===== config.mk =====
export PLATFORM = sky130hd
export DESIGN_NAME = logic_unit_pipe
export DESIGN_NICKNAME = d
export VERILOG_FILES = /design/src/rtl/logic_unit_pipe.sv
export SDC_FILE = /design/constraint.sdc
export NUM_CORES = 1
export LEC_CHECK = 0
export CORE_UTILIZATION = 40
export DETAILED_ROUTE_END_ITERATION = 10
export GPL_TIMING_DRIVEN = 0
export PLACE_DENSITY = 0.67
export SLEW_MARGIN = 20
export SYNTH_ARGS = -nofsm -noshare
export SYNTH_HDL_FRONTEND = slang
export SYNTH_SLANG_ARGS = --single-unit

===== constraint.sdc =====
create_clock -name clk -period 7.1 [get_ports clk]
set_input_delay 1.775 -clock clk [delete_from_list [all_inputs] [get_ports clk]]
set_output_delay 1.775 -clock clk [all_outputs]
set_load 0.02 [all_outputs]

===== src/rtl/logic_unit_pipe.sv =====
// Two-stage pipelined bitwise logic unit with valid/ready on both sides and result flags.
// Optional accumulator feedback for operand B is enabled by defining LOGIC_UNIT_ACC_EN.
module logic_unit_pipe #(
  parameter int unsigned WIDTH = 8,
  parameter int unsigned OP_W  = 3,
  localparam int unsigned CNT_W = $clog2(WIDTH + 1)
) (
  input  logic             clk,
  input  logic             reset,
  input  logic             in_valid,
  output logic             in_ready,
  input  logic [WIDTH-1:0] in_a,
  input  logic [WIDTH-1:0] in_b,
  input  logic [OP_W-1:0]  in_op,
`ifdef LOGIC_UNIT_ACC_EN
  input  logic             in_use_acc,
`endif
  output logic             out_valid,
  input  logic             out_ready,
  output logic [WIDTH-1:0] out_result,
  output logic             out_zero,
  output logic             out_parity,
  output logic [CNT_W-1:0] out_ones
);

  localparam logic [OP_W-1:0] OP_AND  = OP_W'(0);
  localparam logic [OP_W-1:0] OP_OR   = OP_W'(1);
  localparam logic [OP_W-1:0] OP_XOR  = OP_W'(2);
  localparam logic [OP_W-1:0] OP_NAND = OP_W'(3);
  localparam logic [OP_W-1:0] OP_NOR  = OP_W'(4);
  localparam logic [OP_W-1:0] OP_XNOR = OP_W'(5);
  localparam logic [OP_W-1:0] OP_NOTA = OP_W'(6);

  logic             s1_valid_q, s1_valid_d;
  logic [WIDTH-1:0] s1_a_q, s1_a_d;
  logic [WIDTH-1:0] s1_b_q, s1_b_d;
  logic [OP_W-1:0]  s1_op_q, s1_op_d;
  logic             s2_valid_q, s2_valid_d;
  logic [WIDTH-1:0] result_q, result_d;
  logic             zero_q, zero_d;
  logic             parity_q, parity_d;
  logic [CNT_W-1:0] ones_q, ones_d;
  logic             s1_load, s2_load;
  logic [WIDTH-1:0] op_b, res;
  logic [CNT_W-1:0] res_ones;
`ifdef LOGIC_UNIT_ACC_EN
  logic             s1_acc_q, s1_acc_d;
  logic [WIDTH-1:0] acc_q, acc_d;
`endif

  // Handshake: a beat moves on a rising edge when valid && ready; the producer holds its
  // payload while valid && !ready. in_ready depends on out_ready but never on in_valid.
  always_comb begin
    s2_load  = s1_valid_q && (!s2_valid_q || out_ready);
    in_ready = !s1_valid_q || s2_load;
    s1_load  = in_valid && in_ready;

    s1_valid_d = s1_valid_q;
    s1_a_d     = s1_a_q;
    s1_b_d     = s1_b_q;
    s1_op_d    = s1_op_q;
    if (s1_load) begin
      s1_valid_d = 1'b1;
      s1_a_d     = in_a;
      s1_b_d     = in_b;
      s1_op_d    = in_op;
    end else if (s2_load) begin
      s1_valid_d = 1'b0;
    end

    op_b = s1_b_q;
`ifdef LOGIC_UNIT_ACC_EN
    s1_acc_d = s1_load ? in_use_acc : s1_acc_q;
    if (s1_acc_q) op_b = acc_q;
`endif

    case (s1_op_q)
      OP_AND:  res = s1_a_q & op_b;
      OP_OR:   res = s1_a_q | op_b;
      OP_XOR:  res = s1_a_q ^ op_b;
      OP_NAND: res = ~(s1_a_q & op_b);
      OP_NOR:  res = ~(s1_a_q | op_b);
      OP_XNOR: res = ~(s1_a_q ^ op_b);
      OP_NOTA: res = ~s1_a_q;
      default: res = s1_a_q;
    endcase

    res_ones = '0;
    for (int i = 0; i < int'(WIDTH); i++) begin
      res_ones = res_ones + CNT_W'(res[i]);
    end

    s2_valid_d = s2_valid_q;
    result_d   = result_q;
    zero_d     = zero_q;
    parity_d   = parity_q;
    ones_d     = ones_q;
    if (s2_load) begin
      s2_valid_d = 1'b1;
      result_d   = res;
      zero_d     = (res == '0);
      parity_d   = ^res;
      ones_d     = res_ones;
    end else if (out_ready) begin
      s2_valid_d = 1'b0;
    end

`ifdef LOGIC_UNIT_ACC_EN
    // Writing at S2 load means the next op entering S2 sees this result as its B.
    acc_d = s2_load ? res : acc_q;
`endif
  end

  always_ff @(posedge clk) begin
    if (reset) begin
      s1_valid_q <= 1'b0;
      s1_a_q     <= '0;
      s1_b_q     <= '0;
      s1_op_q    <= '0;
      s2_valid_q <= 1'b0;
      result_q   <= '0;
      zero_q     <= 1'b1;
      parity_q   <= 1'b0;
      ones_q     <= '0;
`ifdef LOGIC_UNIT_ACC_EN
      s1_acc_q   <= 1'b0;
      acc_q      <= '0;
`endif
    end else begin
      s1_valid_q <= s1_valid_d;
      s1_a_q     <= s1_a_d;
      s1_b_q     <= s1_b_d;
      s1_op_q    <= s1_op_d;
      s2_valid_q <= s2_valid_d;
      result_q   <= result_d;
      zero_q     <= zero_d;
      parity_q   <= parity_d;
      ones_q     <= ones_d;
`ifdef LOGIC_UNIT_ACC_EN
      s1_acc_q   <= s1_acc_d;
      acc_q      <= acc_d;
`endif
    end
  end

  assign out_valid  = s2_valid_q;
  assign out_result = result_q;
  assign out_zero   = zero_q;
  assign out_parity = parity_q;
  assign out_ones   = ones_q;

endmodule


==> impl_metrics.ini, run 1 <==
[min_path]
worst_hold_path_type = register to register

[layout]
drive_gt1_share_pct = 8.09
area_growth_syn_to_layout_pct = 24.0
diodes = 0
fin_nets = 395
final_util_pct = 52.9
fillCellCount = 531

[yosys]
avgSynthCellArea_um2 = 7.99
netlist_area_um2 = 2400
synth_area_leaders = dfxtp_1 29%, ha_1 12%, nand2_1 8.9%
yosysWarnings = 0
synth_top_area_share_pct = 29.1
syn_nets = 351
ys_seq_area_share_pct = 29.1
synth_edf_count = 0
synth_flop_cell = dfxtp_1
yosys_register_bits = 35
synth_cell_types = 45
yosysTopAreaCell = dfxtp_1
synthCells = 301
synthArstFlopShare_pct = 0

[drt]
antenna_left = 0
vias = 2191
drt-vias-per-instance = 5.24
drc = 0
drtIter0Drc = 114
detail_route.wl_per_cell_um = 13.2
wl_mm = 5.53
dr.pass1.iters = 5

[floorplan]
io_pins = 39
die-area_um2 = 6330
coreArea_um2 = 5640
fp.dieW_um = 79.5
rows = 27
initial_core_util_pct = 42.6
die_height_um = 79.5

[grt]
grt_pass1_vias = 2127
track_usage_pct = 19.8
grt_max_degree = 12
grt_first_pass_wirelength_mm = 9.80
grt_overflow = 0
antenna_found_initial = 0

[sta]
worstMarginPinSlew_ns = 0.495
slew_headroom_pct = 66.8
slew_viol_final = 0
setup-tns-final_ns = 0
final_min_period_over_clock_period_pct = 67.8
min_period_ns = 4.81
setup_violations = 0
fmax_mhz = 208
skew_ns = 0.0106
rsz0062_at_grt = no
hold_violations = 0

[setup_path]
critical_path_arrival_ns = 3.04
crit_buf_inv = 2
crit_top_cell = clkdlybuf4s50_1
path_class = primary input to output port
cp_slowest_stage_delay_ns = 0.62
path_cells = clkdlybuf4s50_1 > nand3b_1 > clkdlybuf4s50_1
cpMaxStageDelayCell = clkdlybuf4s50_1
path_delay_family = buffers and inverters
cp.required_ns = 5.33
worstSetupEndpointType = output port
startpoint_type = primary input
crit_fanout = 3

[pwr]
vdd_ir_drop_max_uv = 113
power_density_nw_per_um2 = 198
leakage_uw = 0.00121

[place]
dp.final_hpwl_mm = 4.30
place.gp.congestion = 0.824
port_buffers = 37

[cts]
cts.path.max_buffers = 2
clock_latency_ns = 0.29
root_buffer = clkbuf_8
post_cts_buffers = 0
clk_pin_slew_worst_paths_ns = 0.07
tritoncts = yes
hold_buffers = 0
htreeDepth = 2
clock_sinks = 35
cts_made_buffers = 5
cts_resized = 0

[run]
max_cap_violations = 0

[status]
status = finished, final reports clean
sequential cells by signal, summed over array words and instances (netlist names):
register	count
out_valid	1
out_parity	1
op_b	8
out_ones	4
s1_valid_q	1
s1_op_q	3
s1_a_q	8
out_zero	1
out_result	8
final timing paths:
check / to / slack (ns) / startpoint / cells past startpoint
worst min-delay path: out_ones[2] / 0.45 / out_ones[2] / 2
worst min register to register: out_ones[2] / 0.45 / out_ones[2] / 2
worst max register to register: out_ones[2] / 2.82 / s1_a_q[0] / 17
worst max-delay path: in_ready / 2.29 / out_ready / 3
layout by cell type, fill, tap and decap left out, types with 5 or more instances in the layout:
cell type        instances
o22ai_1                  7
inv_1                   28
a211oi_1                 5
a21oi_1                 27
nor3_1                   8
nor2b_1                  5
dfxtp_1                 35
buf_2                    7
mux2i_1                 10
nand2_1                 57
nor2_1                  15
clkbuf_8                 6
clkbuf_1                 6
nand3_1                  5
ha_1                    23
o21ai_0                  6
clkdlybuf4s50_1         37
cell type report:
type                            count  area, um2  share of cell area (%)
Tap cell                           72       90.1                    3.02
Multi-Input combinational cell    220       1500                    50.3
Buffer                             17       95.1                    3.19
Timing Repair Buffer               37        370                    12.4
Clock inverter                      2       35.0                    1.17
Sequential cell                    35        701                    23.5
Clock buffer                        6       82.6                    2.77
Inverter                           29        109                    3.65
worst register-to-register path, cell delays in order (launching register included):
cell	delay [ns]
dfxtp_1	0.43
inv_1	0.07
ha_1	0.30
mux2i_1	0.13
o21ai_0	0.10
a211oi_1	0.48
nor2_1	0.15
fa_1	0.56
inv_1	0.05
fa_1	0.50
fa_1	0.41
inv_1	0.07
ha_1	0.17
inv_1	0.06
fa_1	0.38
xnor2_1	0.15
nand2_1	0.07
a21oi_1	0.14
stage by stage:
stage | instances | area, um2 | hold slack, ns | total power [uW] | setup slack (ns)
final | 418 | 2980 | 0.451 | 590 | 2.29
after global routing | 418 | 2980 | 0.477 | 627 | 2.24
after CTS | 418 | 2980 | 0.456 | 594 | 2.29
after detailed placement | 410 | 2870 | 0.445 | 408 | 2.30
after global placement | 410 | 2870 | 0.446 | 402 | 2.29
after floorplan | 301 | 2400 | 0.453 | 351 | 3.27
layer usage:
metal  vias up  GRT usage, %  routed length (um)
li1       1119             -                   -
met1      1015          26.1                2700
met2        46          32.1                2480
met3        11          3.77                 215
met4         0          7.27                 136
met5         -             0                   0
cell usage after synthesis, types with 5 or more instances:
library cell and n:
dfxtp_1 35, nor2b_1 5, inv_1 28, nor2_1 15, mux2i_1 10, o21ai_0 6
ha_1 23, a21oi_1 27, buf_2 7, a211oi_1 5, nand3_1 5, nand2_1 57
clkbuf_1 6, o22ai_1 7, nor3_1 8
where the power goes:
group | total, uW | switching (uW) | internal, uW
clock network | 188 | 74.2 | 114
logic | 182 | 95.0 | 87.1
registers | 220 | 10.6 | 209
cells by family (layout without fill, tap and decap cells):
| logic type | Yosys count | in the layout | synth area share (%) |
|---|---|---|---|
| flops | 35 | 35 | 29.1 |
| xor+xnor | 4 | 4 | 1.46 |
| fa+ha+maj | 27 | 27 | 15.3 |
| buf+inv | 46 | 91 | 8.48 |
| mux | 10 | 10 | 4.16 |
| simple gates | 107 | 107 | 20.1 |
| compound gates | 72 | 72 | 21.4 |
(Power assumes the default switching activity.)
==> run 2: changes to the inputs <==
==> constraint.sdc (replaced) <==
create_clock -name clk -period 4.87 [get_ports clk]
set_input_delay 1.2175 -clock clk [delete_from_list [all_inputs] [get_ports clk]]
set_output_delay 1.2175 -clock clk [all_outputs]
set_load 0.02 [all_outputs]
==> results of run 2 <==
The final DEF is identical to that of run 1. Status: finished, final reports clean.
Main changes from that run: setup slack after placement 2.30 ns -> 0.607 ns; setup slack after layout 2.29 ns -> 0.593 ns; start point of the critical path out_ready -> s1_a_q[0]; end point of the critical path in_ready -> out_ones[2]; register-to-register setup slack 2.82 ns -> 0.59 ns; total power 590 uW -> 860 uW; worst IR drop on VDD 113 uV -> 165 uV
==> run 3: changes to the inputs <==
--- a/config.mk
+++ b/config.mk
@@ -5,9 +5,10 @@
 export SDC_FILE = /design/constraint.sdc
 export NUM_CORES = 1
 export LEC_CHECK = 0
+export CORE_ASPECT_RATIO = 1.1
+export CORE_MARGIN = 2
 export CORE_UTILIZATION = 40
 export DETAILED_ROUTE_END_ITERATION = 10
-export GPL_TIMING_DRIVEN = 0
 export PLACE_DENSITY = 0.67
 export SLEW_MARGIN = 20
 export SYNTH_ARGS = -nofsm -noshare
==> run 3 against run 2 <==
Global-route usage decreased by 2.3 points. Cell area decreased by 2.9%. Register-to-register slack improved by 0.03 ns. Critical endpoint unchanged. Largest cell class unchanged. Core utilization decreased by 3.0 points. Sequential share of layout area increased by 0.69 points. Sequential power increased by 2%. Maximum frequency increased by 0.65%. Hold slack improved by 0.0073 ns. Combinational power decreased by 6%. Highest routed layer unchanged.
==> impl_metrics.ini, run 3 (synthesis gave the netlist of run 1 again) <==
[place]
port_buffers = 38
place_area_um2 = 2820
dp.final_hpwl_mm = 4.05
place.gp.congestion = 0.851
placedCellCount = 403

[cts]
htreeDepth = 2
cts_made_buffers = 5
hold_buffers = 0
clock_latency_ns = 0.28
tritoncts = yes
clock_sinks = 35
root_buffer = clkbuf_8
clk_pin_slew_worst_paths_ns = 0.07
cts.path.max_buffers = 2
post_cts_buffers = 0
cts_resized = 0

[drt]
dr.pass1.iters = 4
drc = 0
antenna_left = 0
wl_mm = 5.30
vias = 2134
drtIter0Drc = 88
drt-vias-per-instance = 5.19
detail_route.wl_per_cell_um = 12.9

[setup_path]
startpoint_type = register
cp.required_ns = 5.09
r2r_start = s1_op_q[1]
path_class = register to register
crit_start = s1_op_q[1]
crit_fanout = 21
rrSetupSlack_ns = 0.62
r2r_end = out_ones[2]
crit_path_end = out_ones[2]
worst_r2r_path_depth = 15
worstSetupEndpointType = register
critical_path_arrival_ns = 4.47

[grt]
grt_first_pass_wirelength_mm = 9.45
grt_overflow = 0
grt_max_degree = 35
antenna_found_initial = 0
track_usage_pct = 17.5
grt_pass1_vias = 2026

[floorplan]
io_pins = 39
initial_core_util_pct = 41.4
die_height_um = 85.3
rows = 29
coreArea_um2 = 5810
die-area_um2 = 6650
fp.dieW_um = 77.9

[sta]
min_period_ns = 4.25
setup-tns-final_ns = 0
slew_viol_final = 0
slew_headroom_pct = 49.6
worstMarginPinSlew_ns = 0.755
rsz0062_at_grt = no
fmax_mhz = 235
setup_violations = 0
skew_ns = 0.00474
final_min_period_over_clock_period_pct = 87.2
hold_violations = 0

[layout]
layoutNonFillerInstCount = 411
layout_commonest_cell = nand2_1
diodes = 0
area_growth_syn_to_layout_pct = 20.5
mostFrequentLayoutCells = 57 x nand2_1, 38 x clkdlybuf4s50_1, 35 x dfxtp_1
fin_nets = 383
final_util_pct = 49.9
final_cell_area_um2 = 2900
drive_gt1_share_pct = 5.69

[pwr]
total_power_uw = 780
power_density_nw_per_um2 = 269
vdd_ir_drop_max_uv = 164
leakage_uw = 0.00115

[run]
max_cap_violations = 0

[min_path]
worst_hold_path_type = register to register

[status]
status = finished, final reports clean
-- run 3: stage by stage --
stage          hold WS (ns)  setup WS [ns]
3_3_place_gp          0.445          0.689
2_1_floorplan         0.453           1.04
3_5_place_dp          0.450          0.632
6_report              0.458          0.621
4_1_cts               0.465          0.615
5_1_grt               0.489          0.323
-- run 3: worst min path at each step --
stage | startpoint | to | slack, ns | depth (start not counted)
finish | out_ones[2] | out_ones[2] | 0.46 | 2
floorplan | op_b[0] | op_b[0] | 0.45 | 2
global placement | out_ones[3] | out_ones[3] | 0.44 | 2
global route | out_ones[2] | out_ones[2] | 0.49 | 2
detailed placement | out_ones[2] | out_ones[2] | 0.45 | 2
CTS | out_ones[2] | out_ones[2] | 0.46 | 2
-- run 3: layer usage --
layer  share of wire [%]  GRT usage (%)  up-vias  wire, um
li1                    -              -     1092         -
met1                  48           22.9      998      2530
met2                  48           29.4       37      2540
met3                 2.8           2.77        7       151
met4                 1.5           6.06        0        80
met5                   0              0        -         0
-- run 3: layout make-up --
type	count	area, um2
timing repair buffer	42	410
clock inverter	1	5.00
sequential	35	701
inverter	29	109
multi-input combinational	220	1500
clock buffer	7	76.3
tap	77	96.3
fill	577	2910
-- run 3: critical path, cell delays in order, from the launching register on --
cell and delay [ns]:
dfxtp_1 0.81, mux2i_1 0.25, o21ai_0 0.09, a211oi_1 0.41
nor2_1 0.13, fa_1 0.54, inv_1 0.04, fa_1 0.49
fa_1 0.41, inv_1 0.07, ha_1 0.16, inv_1 0.05
fa_1 0.37, xnor2_1 0.15, nand2_1 0.07, a21oi_1 0.14
-- run 3: report_power, final --
group	internal (uW)	switching, uW	leakage, uW
clock network	100	102	0.0000422
registers	305	23.1	0.000287
logic	123	128	0.000824
total	528	253	0.00115
